## src/rtl/rr_mux_arbiter_if.sv

```systemverilog
// Bus bundle between the four requesters and the round-robin mux arbiter.
// The master side drives requests and mux data; the slave side returns grant, select and data.
interface rr_mux_arbiter_if #(
    parameter int W = 1
);
    logic [3:0]   req;
    logic [W-1:0] i0;
    logic [W-1:0] i1;
    logic [W-1:0] i2;
    logic [W-1:0] i3;
    logic [3:0]   gnt;
    logic         s0;
    logic         s1;
    logic [W-1:0] y;
    logic         y_valid;
    logic         busy;

    modport master (
        output req, i0, i1, i2, i3,
        input  gnt, s0, s1, y, y_valid, busy
    );

    modport slave (
        input  req, i0, i1, i2, i3,
        output gnt, s0, s1, y, y_valid, busy
    );
endinterface

```

## src/rtl/rr_mux_arbiter.sv

```systemverilog
// Round-robin arbiter for a shared 4-to-1 mux: grants one requester at a time for at most
// MAX_HOLD cycles, drives the mux select from the grant and registers the selected input onto y.
module rr_mux_arbiter #(
    parameter int W        = 1,
    parameter int MAX_HOLD = 8
) (
    input  logic            clk,
    input  logic            rst_n,
    rr_mux_arbiter_if.slave bus
);

    typedef enum logic {
        ST_IDLE  = 1'b0,
        ST_GRANT = 1'b1
    } state_t;

    typedef struct packed {
        logic       found;
        logic [1:0] idx;
    } pick_t;

    localparam logic [7:0] HOLD_LAST = 8'(MAX_HOLD - 1);

    state_t       r_state;
    logic [1:0]   r_sel;
    logic [1:0]   r_ptr;
    logic [7:0]   r_hold_cnt;
    logic [3:0]   r_gnt;
    logic [W-1:0] r_y;
    logic         r_y_valid;

    state_t       w_state_nxt;
    logic [1:0]   w_sel_nxt;
    logic [1:0]   w_ptr_nxt;
    logic [7:0]   w_hold_nxt;
    logic [3:0]   w_gnt_nxt;
    logic         w_release;
    pick_t        w_pick;
    logic [W-1:0] w_mux;

    // First asserted request at or after 'start', wrapping mod 4. Scanning from the far end
    // lets the closest candidate overwrite any later one.
    function automatic pick_t rr_pick(input logic [3:0] reqs, input logic [1:0] start);
        pick_t      p;
        logic [1:0] k;
        p = '0;
        for (int n = 3; n >= 0; n--) begin
            k = start + 2'(n);
            if (reqs[k]) begin
                p.found = 1'b1;
                p.idx   = k;
            end
        end
        return p;
    endfunction

    // NOTE: every combinational output gets a default before the case so no path leaves it
    // unassigned; otherwise synthesis infers a latch.
    always_comb begin
        w_state_nxt = r_state;
        w_sel_nxt   = r_sel;
        w_ptr_nxt   = r_ptr;
        w_hold_nxt  = r_hold_cnt;
        w_gnt_nxt   = r_gnt;
        w_release   = 1'b0;
        w_pick      = '0;
        case (r_state)
            ST_IDLE: begin
                w_pick = rr_pick(bus.req, r_ptr);
                if (w_pick.found) begin
                    w_state_nxt = ST_GRANT;
                    w_sel_nxt   = w_pick.idx;
                    w_gnt_nxt   = 4'b0001 << w_pick.idx;
                    w_hold_nxt  = 8'd0;
                end
            end
            ST_GRANT: begin
                w_hold_nxt = r_hold_cnt + 8'd1;
                w_release  = !bus.req[r_sel] || (r_hold_cnt == HOLD_LAST);
                if (w_release) begin
                    // The outgoing requester sits out this re-arbitration even if still requesting.
                    w_ptr_nxt = r_sel + 2'd1;
                    w_pick    = rr_pick(bus.req & ~(4'b0001 << r_sel), r_sel + 2'd1);
                    w_hold_nxt = 8'd0;
                    if (w_pick.found) begin
                        w_sel_nxt = w_pick.idx;
                        w_gnt_nxt = 4'b0001 << w_pick.idx;
                    end else begin
                        w_state_nxt = ST_IDLE;
                        w_gnt_nxt   = 4'b0000;
                    end
                end
            end
            default: w_state_nxt = ST_IDLE;
        endcase
    end

    always_comb begin
        w_mux = '0;
        case (r_sel)
            2'd0: w_mux = bus.i0;
            2'd1: w_mux = bus.i1;
            2'd2: w_mux = bus.i2;
            2'd3: w_mux = bus.i3;
            default: w_mux = '0;
        endcase
    end

    // NOTE: state registers use non-blocking assignments so every flop samples the
    // pre-edge values, independent of statement order.
    always_ff @(posedge clk or negedge rst_n) begin
        if (!rst_n) begin
            r_state    <= ST_IDLE;
            r_sel      <= 2'd0;
            r_ptr      <= 2'd0;
            r_hold_cnt <= 8'd0;
            r_gnt      <= 4'b0000;
        end else begin
            r_state    <= w_state_nxt;
            r_sel      <= w_sel_nxt;
            r_ptr      <= w_ptr_nxt;
            r_hold_cnt <= w_hold_nxt;
            r_gnt      <= w_gnt_nxt;
        end
    end

    // Data stage follows the registered select, so y trails the grant by one cycle.
    always_ff @(posedge clk or negedge rst_n) begin
        if (!rst_n) begin
            r_y       <= '0;
            r_y_valid <= 1'b0;
        end else if (r_state == ST_GRANT) begin
            r_y       <= w_mux;
            r_y_valid <= 1'b1;
        end else begin
            r_y       <= '0;
            r_y_valid <= 1'b0;
        end
    end

    assign bus.gnt     = r_gnt;
    assign bus.s0      = r_sel[0];
    assign bus.s1      = r_sel[1];
    assign bus.y       = r_y;
    assign bus.y_valid = r_y_valid;
    assign bus.busy    = (r_state == ST_GRANT);

endmodule
```

## src/flat_wrapper.sv

```systemverilog
// flat-port wrapper written by rule: the top's interface ports become plain ports
module rr_mux_arbiter_flat 
#(
    parameter int W        = 1,
    parameter int MAX_HOLD = 8
)
  (clk, rst_n, bus_req, bus_i0, bus_i1, bus_i2, bus_i3, bus_gnt, bus_s0, bus_s1, bus_y, bus_y_valid, bus_busy);
  rr_mux_arbiter_if #(.W(W)) bus_i ();
  input  logic clk;
  input  logic rst_n;
  input wire logic [$bits(bus_i.req)-1:0] bus_req;
  input wire logic [$bits(bus_i.i0)-1:0] bus_i0;
  input wire logic [$bits(bus_i.i1)-1:0] bus_i1;
  input wire logic [$bits(bus_i.i2)-1:0] bus_i2;
  input wire logic [$bits(bus_i.i3)-1:0] bus_i3;
  output wire logic [$bits(bus_i.gnt)-1:0] bus_gnt;
  output wire logic [$bits(bus_i.s0)-1:0] bus_s0;
  output wire logic [$bits(bus_i.s1)-1:0] bus_s1;
  output wire logic [$bits(bus_i.y)-1:0] bus_y;
  output wire logic [$bits(bus_i.y_valid)-1:0] bus_y_valid;
  output wire logic [$bits(bus_i.busy)-1:0] bus_busy;
  assign bus_i.req = bus_req;
  assign bus_i.i0 = bus_i0;
  assign bus_i.i1 = bus_i1;
  assign bus_i.i2 = bus_i2;
  assign bus_i.i3 = bus_i3;
  assign bus_gnt = bus_i.gnt;
  assign bus_s0 = bus_i.s0;
  assign bus_s1 = bus_i.s1;
  assign bus_y = bus_i.y;
  assign bus_y_valid = bus_i.y_valid;
  assign bus_busy = bus_i.busy;
  rr_mux_arbiter #(.W(W), .MAX_HOLD(MAX_HOLD)) u_core (.clk(clk), .rst_n(rst_n), .bus(bus_i));
endmodule
```

## config.mk

```make
export PLATFORM = sky130hd
export DESIGN_NAME = rr_mux_arbiter_flat
export DESIGN_NICKNAME = d
export VERILOG_FILES = /design/src/rtl/rr_mux_arbiter_if.sv /design/src/rtl/rr_mux_arbiter.sv /design/src/flat_wrapper.sv
export SDC_FILE = /design/constraint.sdc
export NUM_CORES = 1
export LEC_CHECK = 0
export BUFFER_PORTS_ARGS = -buffer_cell sky130_fd_sc_hd__buf_2
export CAP_MARGIN = 10
export CORE_MARGIN = 3
export CORE_UTILIZATION = 39
export CTS_CLUSTER_SIZE = 12
export DETAILED_ROUTE_END_ITERATION = 7
export PLACE_DENSITY_LB_ADDON = 0.1
export SYNTH_ARGS = -nofsm -noshare
export SYNTH_HDL_FRONTEND = slang
export SYNTH_SLANG_ARGS = --single-unit
```

## constraint.sdc

```tcl
create_clock -name clk -period 2 [get_ports clk]
set_clock_uncertainty 0.05 [all_clocks]
set_input_delay 0.1 -clock clk [delete_from_list [all_inputs] [get_ports clk]]
set_output_delay 0.1 -clock clk [all_outputs]
set_load 0.03 [all_outputs]
```

; Yosys cells after proc, flatten, opt, wreduce, memory -nomap -nowiden
; Cells that the tools add are included.
[word_totals]
register_bits = 19
inputBits = 10
output_inout_bits = 9
elab_cells = 90
[classes]
add_sub_neg = 8
n_lt_le_gt_ge = 9
n_eq_ne = 7
n_shift = 3
n_mux = 47
n_bitwise = 3
reduce_logical = 6
[ops]
columns = cell, n
row1 = $mux 3, 11
row2 = $lt 2x3->1 const B, 9
row3 = $bmux 1 s2, 9
row4 = $mux 8, 2
row5 = $pmux 8 s2, 1
row6 = $mux 1, 14
row7 = $mux 4, 3
row8 = $shl 1x2->4 const A, 3
row9 = $add 2x2->2 const B, 4
row10 = $add 8x1->8 const B, 1
row11 = $eq 8x3->1 const B, 1
row12 = $pmux 4 s2, 1
row13 = $add 2x1->2 const B, 3
row14 = $mux 2, 3
row15 = $ne 2x2->1 const B, 3
row16 = $and 4x4->4, 1
row17 = $eq 2x2->1 const B, 2
row18 = $not 4->4, 1
row19 = $pmux 1 s4, 1
row20 = $pmux 2 s2, 1
row21 = $reduce_and 2->1, 2
row22 = $reduce_and 3->1, 1
row23 = $eq 2x1->1 const B, 1
row24 = $logic_not 2->1, 1
row25 = 4 further kinds, 4

; Depth between registers and ports, before layout
; Gate-level depths: netlist (run 1).
[logic_depth]
word_depth = 15
depth_mapped = 7
ltp_nobuf = 7

; Worst setup path after synthesis (run 1)
; OpenSTA, ideal clock, no wires.
[synth_path]
kind = register -> register
start = reg u_core.r_sel[0]
end = reg u_core.r_gnt[2] (netlist: u_core.bus.gnt[2])
setup_ps = 82
t_arrival_ps = 1996
t_required_ps = 1868
setup_slack_ps = -128
path_stages_with_launch = 8
n_path_buf = 0
synth_period_minus_slack_ps = 2128
cell_sequence = dfrtp_1 > inv_1 > ha_1 > nor2_1 > o21bai_1 > a21oi_1 > or3b_1 > a31oi_1
[synth_between]
elab_chain_cells = 15
word_cells_on_any_way = 31
classes_between = add/sub (4) / eq/ne (1) / shift (2) / mux (19) / bitwise (2) / reduce/logical (3)
[synth_rtl]
columns = item, line
row1 = "start, declared", rr_mux_arbiter.sv:25  ; logic [1:0] r_sel;
row2 = "start signal, assigned", rr_mux_arbiter.sv:120  ; r_sel <= w_sel_nxt;
row3 = "parallel branches: the longest is 15 deep, another holds $add 2x1->2", n/a
row4 = "end signal, assigned", rr_mux_arbiter.sv:123  ; r_gnt <= w_gnt_nxt;
row5 = "end, declared", rr_mux_arbiter.sv:28  ; logic [3:0] r_gnt;
; Parallel ways; which one is timed is not known. The select of a mux whose other input is x is not followed.
; A chain may end at the register's enable or synchronous reset.

; Worst setup path after layout (run 1)
[layout_path]
start = reg u_core.r_sel[0]
end = reg u_core.r_gnt[1] (netlist: u_core.bus.gnt[1])
; Same word-level chain as after synthesis.

==> results of run 1 <==
## repair_timing
item	CTS	global route
buffers inserted	0	1
resized for setup	0	13
endpoints found under the hold margin	19	0
setup endpoints to repair	0	2
hold buffers	1	0
## final cells by class
class | count | area (sq um) | area share
inverter | 8 | 30.0 | 0.0203
multi-input combinational | 101 | 733 | 0.495
clock inverter | 1 | 5.00 | 0.00338
timing repair buffer | 29 | 175 | 0.118
sequential | 19 | 478 | 0.322
clock buffer | 3 | 22.5 | 0.0152
tap | 31 | 38.8 | 0.0262
## Yosys cell counts (2+ instances only)
cell type  number
a21oi_1         7
dfrtp_1        19
ha_1            5
nand2_1         7
o21bai_1        2
nor2b_2         2
o31ai_1         3
nand3_1         5
nand2b_1        4
or3b_1          3
mux2i_1         3
nor2_1         14
a31oi_1         3
o21ai_0        12
nor3_1          2
and3_1          4
inv_1           8
nor2b_1         4
## metal layers
layer  share of wire  track usage  vias up
li1                -            -      540
met3           0.031       0.0186        2
met4          0.0061       0.0273        0
met2            0.47        0.250       18
met1            0.49        0.225      494
met5               0            0        -
## flip-flops by register name, indices dropped and copies added, names as in the netlist
signal              count
u_core.bus.y_valid      1
u_core.bus.gnt          4
u_core.bus.y            1
u_core.r_hold_cnt       8
u_core.r_sel            2
u_core.bus.busy         1
u_core.r_ptr            2
## worst max-delay path: cells and delay by family (launching register included)
family | cells | cell delay, ns
compound gates | 3 | 0.49
flops | 1 | 0.46
buf+inv | 2 | 0.35
simple gates | 2 | 0.27
fa+ha+maj | 1 | 0.23
## final timing paths
check / endpoint / depth (start not counted)
setup / recovery: u_core.bus.gnt[1] / 8
hold reg to reg: u_core.r_hold_cnt[4] / 1
setup reg to reg: u_core.bus.gnt[1] / 8
max in group asynchronous: u_core.r_sel[1] / 2
min in group asynchronous: u_core.r_ptr[0] / 2
hold / removal: u_core.bus.y / 3
## kinds of logic after synthesis
group                      Yosys count  share of synthesized area
xor gates and xnor gates             2                     0.0144
AOI/OAI and AO/OA                   38                      0.216
buffers and inverters               12                     0.0473
and+or+nand+nor                     51                      0.228
DFF                                 19                      0.391
adders and majority gates            5                     0.0514
muxes                                5                     0.0524
## per-stage QoR
| step | instance area [sq um] | worst slack [ns] | cells |
|---|---|---|---|
| after floorplan | 1220 | 0.0157 | 132 |
| after global placement | 1390 | 0.130 | 186 |
| after detailed placement | 1390 | 0.0690 | 186 |
| after CTS | 1430 | 0.0293 | 191 |
| after global routing | 1480 | -0.0448 | 192 |
| final | 1480 | 0.0731 | 192 |
## power groups by stage
stage	clock network [uW]	logic, uW	registers, uW
2_1_floorplan	0	858	822
3_3_place_gp	0	1450	637
3_5_place_dp	0	1460	646
4_1_cts	208	1470	638
5_1_grt	222	1710	675
6_report	199	1550	649
==> impl_results.md, run 1 <==
* Hold slack at 0.0318 ns
* Final hold vios at 0
* Gr usage total at 0.155
* CTS tree: yes
* Hpwl dp at 2100 um
* Seq/Total Area, Yosys at 0.391
* CP Cell Sequence: buf_4 -> ha_1 -> nor2b_4 -> a21oi_2 -> o32ai_1 -> buf_4 -> nand3b_1 -> a31oi_1
* Slowest-stage cell, CP: dfrtp_2
* Hold Path Class: primary input to flop
* Yosys cell types at 43
* Pins Over Slew Limit at 0
* Initial Util at 0.427
* Port Buffer Count at 18
* Routed Antenna Nets at 0
* Critical R2R Launch: u_core.r_sel[0]
* Yosys warnings at 0
* Cell count after synthesis at 132
* Internal at 1280 uW
* Worst-path maximum fanout at 5
* I/O Pins at 19
* Starting DRT DRC Count at 39
* Share of the synthesized area in the top cell type at 0.391
* Initial antenna violation count at 0
* Power Density at 1620 nW/um^2
* Layout area overhead at 21.8%
* Yosys top cell by area: dfrtp_1
* Count of flip-flops with a built-in enable after synthesis at 0
* Synth Register Bits at 19
* Core Region at 2850 sq um
* Most frequent cells in the layout: 18 x buf_2, 17 x dfrtp_1, 14 x nor2_1, 11 x o21ai_0, 10 x buf_4
* Fmax at 519 MHz
* CTS Buffer Depth at 2
* Comb pwr share at 0.647
* CTS Buf Count at 3
* Worst VDD drop at 0.000835 V
* Die area at 3830 sq um
* Clk pwr share at 0.083
* WS Path Type: flop to flop
* Routed length per instance at 14.6 um
* Seq pwr share at 0.270
* # diodes at 0
* Static Leak at 0.000686 uW
* Layout cells sized above 1 at 0.317
* Critical Path Start Type: flop
* Layout Utilization at 0.520
* Final setup vio count at 0
* Sink count of the clock tree at 19
* CTS H-tree lvls at 1
* Vias in the first global route at 969
* Gr ovfl total at 0
* Crit path from: u_core.r_sel[0]
* Max-cap viol count at 0
* Mapped Nets at 147
* Net switching power at 1120 uW
* Async SR Flop Fraction at 1.00
* Nature of the critical path endpoint: flop
* First drt pass iteration count at 4
* FILL cells at 265
* Worst-path clk slew at 0.12 ns
* Top cells by area, synth: dfrtp_1 39%, ha_1 5.1%, o21ai_0 4.9%
* Relative slew slack at 0.706
* Ys flop type: dfrtp_1
* Critical path arrival at 2.10 ns
* Setup TNS at 0 ns
* Final WL at 2790 um
* Most used cell, CP: buf_4
* Min Tclk post-route at 1.93 ns
* Hold wc startpoint: bus_i0
* CP Data Required Time at 2.17 ns
* Worst slew pin tran at 0.441 ns
* Net Sw Frac at 0.465
* Power consumption at 2400 uW
* Routed vias at 1,054
* Status: finished, final reports clean
* First-pass GRT wire length at 4500 um
* # nets final at 177
* Via density at 5.49
* Die H at 61.9 um
* Avg Cell Area, Syn at 9.22 sq um
* Max incr delay on CP at 0.46 ns
* Rows at 19
* R2r setup slk at 0.07 ns
* Root buffer selected by CTS: clkbuf_4
* RSZ-0062 raised after global routing: yes
* Clock Latency Late Sink at 0.29 ns
* Largest net degree at the start of global routing at 20
* Commonest non-fill, non-tap cell in the layout: buf_2
* Syn Std Cell Area at 1220 sq um
* Fin crit share at 0.963
* Die X at 61.9 um
* Gpl congestion at 0.784
* Drc violations at 0
(Power assumes the default switching activity.)
==> inputs of run 2 (changes only) <==
BUFFER_PORTS_ARGS = -buffer_cell sky130_fd_sc_hd__buf_4   (was -buffer_cell sky130_fd_sc_hd__buf_2)
==> run 2 against run 1 <==
Flip-flop and latch count unchanged. Largest power group unchanged. Routed wire length increased by 3.4%. Die area stayed put. Power up 3.2%. Core utilization increased by 1.1 points. Register-to-register slack got worse by 0.02 ns. Fmax down 1.1%.
==> impl_results.md, run 2 (synthesis results as in run 1) <==
* Status: finished, final reports clean
* Fin crit share at 0.974 (+0.0110)
* Root buffer selected by CTS: clkbuf_4
* Layout Utilization at 0.530 (+0.0105)
* Net switching power at 1130 uW (+1.6%)
* Net Sw Frac at 0.457 (-0.00732)
* FILL cells at 284 (+7.2%)
* # nets final at 176 (-0.56%)
* Worst-path clk slew at 0.12 ns (about the same)
* Critical path arrival at 2.13 ns (+0.03 ns)
* Routed vias at 1,067 (+1.2%)
* Worst Reg-to-Reg Cells at 7 (-1)
* Worst VDD drop at 0.000776 V (-7.0%)
* Number of flip-flops in the largest register at 8 (unchanged)
* Most frequent cells in the layout: 27 x buf_4, 17 x dfrtp_1, 14 x nor2_1, 11 x o21ai_0
* Critical R2R Launch: u_core.r_sel[1]
* Starting DRT DRC Count at 82 (+110%)
* I/O Pins at 19 (unchanged)
* Gr ovfl total at 0 (unchanged)
* Hpwl dp at 2090 um (-0.63%)
* CTS Buffer Depth at 2 (unchanged)
* Hold Path Class: primary input to flop
* Min Tclk post-route at 1.95 ns (+0.0220 ns)
* Crit path from: u_core.r_sel[1]
* Seq pwr share at 0.260 (-0.010)
* Commonest non-fill, non-tap cell in the layout: buf_4
* Internal at 1340 uW (+4.6%)
* Max-cap viol count at 0 (unchanged)
* Power Density at 1640 nW/um^2 (+1.2%)
* Gpl congestion at 0.877 (+12%)
* # diodes at 0 (unchanged)
* CTS tree: yes
* WS Path Type: flop to flop
* Worst slew pin tran at 0.381 ns (-0.0604 ns)
* Comb pwr share at 0.657 (+0.010)
* Postcts setup bufs at 0 (unchanged)
* RSZ-0062 raised after global routing: yes
* Power consumption at 2480 uW (+3.2%)
* Gr usage total at 0.166 (+0.0113)
* Setup TNS at 0 ns (unchanged)
* Layout cells sized above 1 at 0.294 (-0.0230)
* Clk pwr share at 0.083 (about the same)
* Core Region at 2850 sq um (unchanged)
* Initial antenna violation count at 0 (unchanged)
* Nature of the critical path endpoint: flop
* Initial Util at 0.427 (unchanged)
* Pins Over Slew Limit at 0 (unchanged)
* CTS H-tree lvls at 1 (unchanged)
* Final WL at 2890 um (+3.4%)
* Vias in the first global route at 1,025 (+5.8%)
* CTS Buf Count at 3 (unchanged)
* Hold slack at 0.00727 ns (-0.0245 ns)
* Layout area overhead at 24.3%
* First drt pass iteration count at 4 (unchanged)
* Hold path cells at 3 (unchanged)
* Rows at 19 (unchanged)
* First-pass GRT wire length at 4690 um (+4.2%)
* Via density at 5.59 (+1.8%)
* Fmax at 513 MHz (-1.1%)
* Port Buffer Count at 18 (unchanged)
* Final setup vio count at 0 (unchanged)
* Static Leak at 0.000688 uW (+0.27%)
* Largest net degree at the start of global routing at 20 (unchanged)
* Hold wc startpoint: bus_i0
* Routed length per instance at 15.1 um (+3.9%)
* Clock Latency Late Sink at 0.30 ns (about the same)
* Final hold vios at 0 (unchanged)
* Die X at 61.9 um (unchanged)
* Critical Path Start Type: flop
* Die area at 3830 sq um (unchanged)
* Most flops, register: u_core.r_hold_cnt
* Die H at 61.9 um (unchanged)
* Routed Antenna Nets at 0 (unchanged)
* Relative slew slack at 0.744 (+0.0379)
* CP Data Required Time at 2.18 ns (about the same)
* Drc violations at 0 (unchanged)
* Worst-path maximum fanout at 5 (unchanged)
* Sink count of the clock tree at 19 (unchanged)
-- run 2: cell types whose count changed in the layout (fill, tap and decap cells not counted), sizes merged --
cell	before	now
clkbuf	3	4
buf	28	27
clkinv	1	0
-- run 2: layout make-up --
type	instances	area, sq um	share of cell area
Inverter	8	30.0	0.0199
Clock buffer	4	26.3	0.0174
Multi-Input combinational cell	101	727	0.481
Timing Repair Buffer	28	213	0.141
Sequential cell	19	478	0.316
Tap cell	31	38.8	0.0256
-- run 2: worst paths after layout --
| check | endpoint | slack, ns |
|---|---|---|
| max in group asynchronous | u_core.r_sel[1] | 1.53 |
| setup / recovery | u_core.bus.gnt[2] | 0.05 |
| setup reg to reg | u_core.bus.gnt[2] | 0.05 |
| hold / removal | u_core.bus.y | 0.007 |
| min in group asynchronous | u_core.bus.y_valid | 0.14 |
| hold reg to reg | u_core.r_ptr[0] | 0.48 |
-- run 2: worst max-delay path, stage by stage (launching register included) --
cell     delay (ns)
dfrtp_2        0.44
ha_1           0.20
and2b_2        0.28
a21oi_1        0.13
o32ai_1        0.10
buf_4          0.15
or3b_1         0.34
a31oi_1        0.16
-- run 2: power by group through the flow --
| stage | logic, uW | registers (uW) | clock network [uW] |
|---|---|---|---|
| after floorplan | 858 | 822 | 0 |
| after global routing | 1780 | 670 | 231 |
| after detailed placement | 1520 | 650 | 0 |
| after CTS | 1530 | 642 | 209 |
| final | 1630 | 645 | 205 |
| after global placement | 1510 | 642 | 0 |
-- run 2: per-stage QoR --
stage / cells / instance area (sq um) / setup slack (ns)
2_1_floorplan: 132 / 1220 / 0.0157
3_3_place_gp: 186 / 1430 / 0.130
3_5_place_dp: 186 / 1430 / 0.0961
4_1_cts: 191 / 1470 / 0.0626
5_1_grt: 191 / 1510 / -0.0450
6_report: 191 / 1510 / 0.0511
-- run 2: timing repair --
action | 4_1_cts | 5_1_grt
gates resized for setup | 0 | 10
hold buffers | 1 | 0
endpoints found under the setup margin | 0 | 4
endpoints found under the hold margin | 19 | 0
-- run 2: metal layers --
| metal | up-vias | part of all wire | wire, um | global-route usage |
|---|---|---|---|---|
| met5 | - | 0 | 0 | 0 |
| met4 | 0 | 0.0066 | 19 | 0.0545 |
| met3 | 2 | 0.038 | 109 | 0.0248 |
| met2 | 21 | 0.47 | 1370 | 0.256 |
| met1 | 515 | 0.48 | 1390 | 0.239 |
| li1 | 529 | - | - | - |
